<file path="config.mk">
export PLATFORM = sky130hd
export DESIGN_NAME = tone_sequencer
export DESIGN_NICKNAME = d
export VERILOG_FILES = /design/src/rtl/tone_sequencer.sv
export SDC_FILE = /design/constraint.sdc
export NUM_CORES = 1
export LEC_CHECK = 0
export CAP_MARGIN = 10
export CORE_MARGIN = 4
export CORE_UTILIZATION = 50
export DETAILED_ROUTE_END_ITERATION = 8
export GPL_TIMING_DRIVEN = 0
export PLACE_DENSITY = 0.77
export SLEW_MARGIN = 30
export SYNTH_ARGS = -nofsm -noshare
export SYNTH_HDL_FRONTEND = slang
export SYNTH_SLANG_ARGS = --single-unit
export TNS_END_PERCENT = 30
</file>
<file path="constraint.sdc">
create_clock -name clk -period 3.4 [get_ports clk]
set_clock_uncertainty 0.15 [all_clocks]
set_input_delay 0.68 -clock clk [delete_from_list [all_inputs] [get_ports clk]]
set_output_delay 0.68 -clock clk [all_outputs]
set_load 0.02 [all_outputs]
</file>
<file path="src/rtl/tone_sequencer.sv">
// Note-playback engine: plays one accepted note as a square wave for its duration
// (timed by the 1 ms input), then inserts a fixed silent gap before reporting done.
module tone_sequencer #(
    parameter int HALF_W = 18,
    parameter int DUR_W  = 12,
    parameter int GAP_MS = 20
) (
    input  logic              clk,
    input  logic              rst_n,
    input  logic              clk_1ms,
    input  logic              stop,
    input  logic              note_valid,
    output logic              note_ready,
    input  logic [HALF_W-1:0] note_half,
    input  logic [DUR_W-1:0]  note_dur,
    output logic              buzzer,
    output logic              busy,
    output logic              note_done,
    output logic [1:0]        dbg_state
);

    localparam int GAP_W = (GAP_MS > 0) ? $clog2(GAP_MS + 1) : 1;
    localparam int MS_W  = (DUR_W > GAP_W) ? DUR_W : GAP_W;
    localparam logic [MS_W-1:0] GAP_LAST = MS_W'(GAP_MS - 1);

    typedef enum logic [1:0] {
        ST_IDLE = 2'd0,
        ST_PLAY = 2'd1,
        ST_GAP  = 2'd2
    } state_t;

    state_t            r_state, w_state_nxt;
    logic              r_clk_1ms_q;
    logic [HALF_W-1:0] r_half_q, w_half_nxt;
    logic [HALF_W-1:0] r_tone_cnt, w_tone_nxt;
    logic [DUR_W-1:0]  r_dur_q, w_dur_nxt;
    logic [MS_W-1:0]   r_ms_cnt, w_ms_nxt;
    logic              r_buzzer, w_buzzer_nxt;
    logic              r_note_done, w_done_nxt;

    logic              w_ms_tick;
    logic              w_accept;
    logic              w_tone_wrap;
    logic              w_play_last;
    logic              w_gap_last;
    logic [MS_W-1:0]   w_dur_last;

    // Handshake: a note transfers on any cycle where note_valid and note_ready are both
    // high; note_ready is high only in IDLE with stop low, so stop always wins.
    assign note_ready  = (r_state == ST_IDLE) & ~stop;
    assign w_accept    = note_valid & note_ready;

    assign w_ms_tick   = clk_1ms & ~r_clk_1ms_q;
    assign w_dur_last  = MS_W'(r_dur_q) - MS_W'(1);
    assign w_play_last = w_ms_tick & (r_ms_cnt == w_dur_last);
    assign w_gap_last  = w_ms_tick & (r_ms_cnt == GAP_LAST);
    assign w_tone_wrap = (r_tone_cnt == (r_half_q - HALF_W'(1)));

    always_comb begin
        w_state_nxt  = r_state;
        w_half_nxt   = r_half_q;
        w_dur_nxt    = r_dur_q;
        w_tone_nxt   = r_tone_cnt;
        w_ms_nxt     = r_ms_cnt;
        w_buzzer_nxt = r_buzzer;
        w_done_nxt   = 1'b0;

        if (stop) begin
            w_state_nxt  = ST_IDLE;
            w_tone_nxt   = '0;
            w_ms_nxt     = '0;
            w_buzzer_nxt = 1'b0;
        end else begin
            case (r_state)
                ST_IDLE: begin
                    if (w_accept) begin
                        w_half_nxt   = note_half;
                        w_dur_nxt    = note_dur;
                        w_tone_nxt   = '0;
                        w_ms_nxt     = '0;
                        w_buzzer_nxt = 1'b0;
                        if (note_dur == '0) begin
                            w_done_nxt = 1'b1;
                        end else begin
                            w_state_nxt = ST_PLAY;
                        end
                    end
                end
                ST_PLAY: begin
                    // A zero half-period is a rest: keep the pin low for the whole note.
                    if (r_half_q == '0) begin
                        w_buzzer_nxt = 1'b0;
                        w_tone_nxt   = '0;
                    end else if (w_tone_wrap) begin
                        w_buzzer_nxt = ~r_buzzer;
                        w_tone_nxt   = '0;
                    end else begin
                        w_tone_nxt = r_tone_cnt + HALF_W'(1);
                    end
                    if (w_ms_tick) begin
                        if (w_play_last) begin
                            w_buzzer_nxt = 1'b0;
                            w_tone_nxt   = '0;
                            w_ms_nxt     = '0;
                            if (GAP_MS > 0) begin
                                w_state_nxt = ST_GAP;
                            end else begin
                                w_state_nxt = ST_IDLE;
                                w_done_nxt  = 1'b1;
                            end
                        end else begin
                            w_ms_nxt = r_ms_cnt + MS_W'(1);
                        end
                    end
                end
                ST_GAP: begin
                    w_buzzer_nxt = 1'b0;
                    if (w_ms_tick) begin
                        if (w_gap_last) begin
                            w_state_nxt = ST_IDLE;
                            w_ms_nxt    = '0;
                            w_done_nxt  = 1'b1;
                        end else begin
                            w_ms_nxt = r_ms_cnt + MS_W'(1);
                        end
                    end
                end
                default: begin
                    w_state_nxt  = ST_IDLE;
                    w_buzzer_nxt = 1'b0;
                end
            endcase
        end
    end

    always_ff @(posedge clk or negedge rst_n) begin
        if (!rst_n) begin
            r_state     <= ST_IDLE;
            r_clk_1ms_q <= 1'b0;
            r_half_q    <= '0;
            r_dur_q     <= '0;
            r_tone_cnt  <= '0;
            r_ms_cnt    <= '0;
            r_buzzer    <= 1'b0;
            r_note_done <= 1'b0;
        end else begin
            r_state     <= w_state_nxt;
            r_clk_1ms_q <= clk_1ms;
            r_half_q    <= w_half_nxt;
            r_dur_q     <= w_dur_nxt;
            r_tone_cnt  <= w_tone_nxt;
            r_ms_cnt    <= w_ms_nxt;
            r_buzzer    <= w_buzzer_nxt;
            r_note_done <= w_done_nxt;
        end
    end

    assign buzzer    = r_buzzer;
    assign note_done = r_note_done;
    assign busy      = (r_state != ST_IDLE);
    assign dbg_state = r_state;

endmodule
</file>
==> flow_summary.ini <==
[timing]
fin_ws_ns = 0.140
hold_viol = 0
finalCritPeriodShare = 0.959
slew_viol_final = 0
setup-violations-final = 0
fin_crit_ns = 3.26
rsz0062_at_grt = true
relSlewSlack = 0.573
max_freq_mhz = 307
fin_setup_tns_ns = 0
tightest_slew_ns = 0.639

[synth]
yosys.area_share.simple = 0.244
synthFlopType = dfrtp_1
yosysUniqueCellTypes = 61
avgSynthCellArea_um2 = 9.47
synth_fa_ha_area_frac = 0.0230
syn-cell-area_mm2 = 0.00435
postSynthCellCount = 459
synth_top_family_by_area = simple AND/OR/NAND/NOR gates
synth_seq_cells = 65
synth_mux_area_frac = 0.0987
mappedNetlistNets = 502
synth-edff-count = 0
synth-xor-area-share = 0.0765
ys_async_sr_fraction = 1.00
synth_compound_area_frac = 0.144
yosys_warnings = 0
seq_area_frac_synth = 0.374

[run_status]
outcome = complete, no violations

[setup_path]
max_stage_delay_ns = 0.52
r2r-end = r_tone_cnt[9]$_DFFE_PN0P_
cp-end-kind = flip-flop
crit_type = flip-flop to flip-flop
crit_chain = inv_1 -> ha_2 -> or4b_4 -> a2111oi_2 -> a31o_2 -> a211oi_1 -> a2111oi_2 -> nand4_2 -> buf_4 -> buf_4 -> a31oi_1 -> mux2i_1
path_max_fanout = 8
startpoint_type = flip-flop
worstPathRequired_ns = 3.47
ff2ff_setup_slack_ns = 0.14
r2r_start = r_half_q[0]$_DFFE_PN0P_
cp_slowest_cell = or4b_4
reg2reg_depth = 12
worstPathArrival_ns = 3.33

[cts]
cts_buffers = 9
cts_hold_buf = 0
clk_pin_slew_ns = 0.08
htree_levels = 3
clock-sinks = 65
worstSkewPairLatency_ns = 0.34
cts_root_buffer = clkbuf_8
clockBufferDepth = 2
cts_tree = built

[grt]
grt_overflow = 0
grt_pass1_wl_um = 17600
grt_pass1_vias = 3680
antenna_found_initial = 0
grt_max_degree = 41
grtUsageTotal = 0.215

[run]
maxCapViolations = 0

[cells_and_area]
drive_gt1_frac = 0.175
final_nets = 557
fin_cells = 624
layout_common_cells = 63 x dfrtp_1, 38 x clkdlybuf4s50_1, 34 x nand2_1, 31 x mux2_2, 22 x nand3_1
antennaDiodeCount = 0
areaGrowthSynthToFinish_pct = 19.5
final_common_cell = dfrtp_1

[floorplanning]
die-area_mm2 = 0.0103
fp.dieW_um = 101
core_area_mm2 = 0.00834
die_h_um = 101
boundaryPins = 41
initial_core_util = 0.521
rows = 33

[placed_design]
post-place-ws_ns = -0.109
dp_cells = 604
dp_hpwl_um = 7820
io_buffers = 39
place.gp.congestion = 0.923

[drt]
drt_wl_total_um = 10600
drtIter0Drc = 211
ant_nets = 0
wl_per_cell_um = 17.0
drt_pass1_iterations = 5
vias = 3780
viasPerCell = 6.06
drc = 0

[power_and_ir_drop]
ir_drop_mv = 0.238
p_leak_nw = 2.06
power_density_mw_per_mm2 = 660

[min_path]
hp-class = primary input to async pin
[stage by stage]
| step | hold slack (ns) | utilization | instance area, um2 | power (mW) |
|---|---|---|---|---|
| 2_1_floorplan | 0.234 | - | 4350 | 2.28 |
| 3_3_place_gp | 0.372 | 0.584 | 4870 | 2.62 |
| 3_5_place_dp | 0.387 | 0.587 | 4890 | 2.69 |
| 4_1_cts | 0.0940 | 0.615 | 5130 | 3.38 |
| 5_1_grt | 0.0985 | 0.623 | 5200 | 3.67 |
| 6_report | 0.0909 | 0.623 | 5200 | 3.43 |
[what timing repair did]
| action | CTS | global route |
|---|---|---|
| buffers inserted | 3 | 2 |
| pin swaps | 1 | 4 |
| endpoints found under the setup margin | 12 | 30 |
| resized for setup | 4 | 18 |
[sequential cells by signal, summed over array words and instances (netlist names)]
signal / cells
r_half_q: 18
r_tone_cnt: 18
r_dur_q: 12
r_ms_cnt: 12
dbg_state: 2
buzzer: 1
note_done: 1
r_clk_1ms_q: 1
[power breakdown]
| group | total, mW | switching (mW) | internal, mW |
|---|---|---|---|
| Sequential | 1.29 | 0.314 | 0.978 |
| Clock | 0.674 | 0.314 | 0.359 |
| Combinational | 1.46 | 0.757 | 0.706 |
| Total | 3.43 | 1.38 | 2.04 |
[metal layers]
metal	wire length [um]	track usage
met3	582	0.0496
met5	0	0
met1	4780	0.292
met2	5080	0.346
met4	162	0.0603
[Yosys cell counts (all sizes together) (10+ instances only)]
cell    count  area (um2)
nor2b      11        68.8
nor4       11        87.6
o21ai      14        70.1
xnor2      19         166
and3       11        68.8
nor2       16        60.1
a21oi      16        80.1
nor3       19        95.1
nand3b     12        90.1
dfrtp      65        1630
xor2       19         166
inv        12        45.0
a31oi      10        62.6
clkbuf     17        63.8
nor3b      11        82.6
nand2      34         128
mux2       31         349
nand3      22         110
[cells by family (layout without fill, tap and decap cells)]
family | after synthesis | after routing
DFF | 65 | 65
AOI/OAI and AO/OA | 88 | 88
and+or+nand+nor | 183 | 183
muxes | 39 | 39
xor gates and xnor gates | 38 | 38
adders and majority gates | 8 | 8
buffers and inverters | 38 | 98
[layout make-up]
type | count | area, um2
Buffer | 25 | 134
Clock buffer | 10 | 138
Clock inverter | 6 | 67.6
Fill cell | 715 | 3140
Inverter | 12 | 45.0
Multi-Input combinational cell | 356 | 2600
Sequential cell | 65 | 1630
Tap cell | 105 | 131
Timing Repair Buffer | 45 | 453
[worst max-delay path: cells and delay by family (launching register included)]
| family | cells | cell delay, ns |
|---|---|---|
| buffers and inverters | 3 | 0.40 |
| adder cells (fa/ha/maj) | 1 | 0.22 |
| AND/OR/NAND/NOR | 2 | 0.67 |
| multiplexers | 1 | 0.09 |
| flip-flops | 1 | 0.44 |
| AO/OA/AOI/OAI | 5 | 1.16 |
[worst max-delay path by stage]
| stage | slack [ns] | startpoint | to | cells past startpoint |
|---|---|---|---|---|
| floorplan | 0.38 | r_half_q[0]$_DFFE_PN0P_ | r_tone_cnt[1]$_DFFE_PN0P_ | 11 |
| global placement | -0.66 | rst_n | r_half_q[3]$_DFFE_PN0P_ | 1 |
| detailed placement | -0.11 | r_dur_q[0]$_DFFE_PN0P_ | r_tone_cnt[13]$_DFFE_PN0P_ | 11 |
| CTS | -0.001 | r_half_q[0]$_DFFE_PN0P_ | r_tone_cnt[1]$_DFFE_PN0P_ | 11 |
| global route | -0.03 | r_dur_q[6]$_DFFE_PN0P_ | r_ms_cnt[8]$_DFFE_PN0P_ | 11 |
| finish | 0.14 | r_half_q[0]$_DFFE_PN0P_ | r_tone_cnt[9]$_DFFE_PN0P_ | 12 |
No activity file was read; power rests on OpenSTA's default activity.
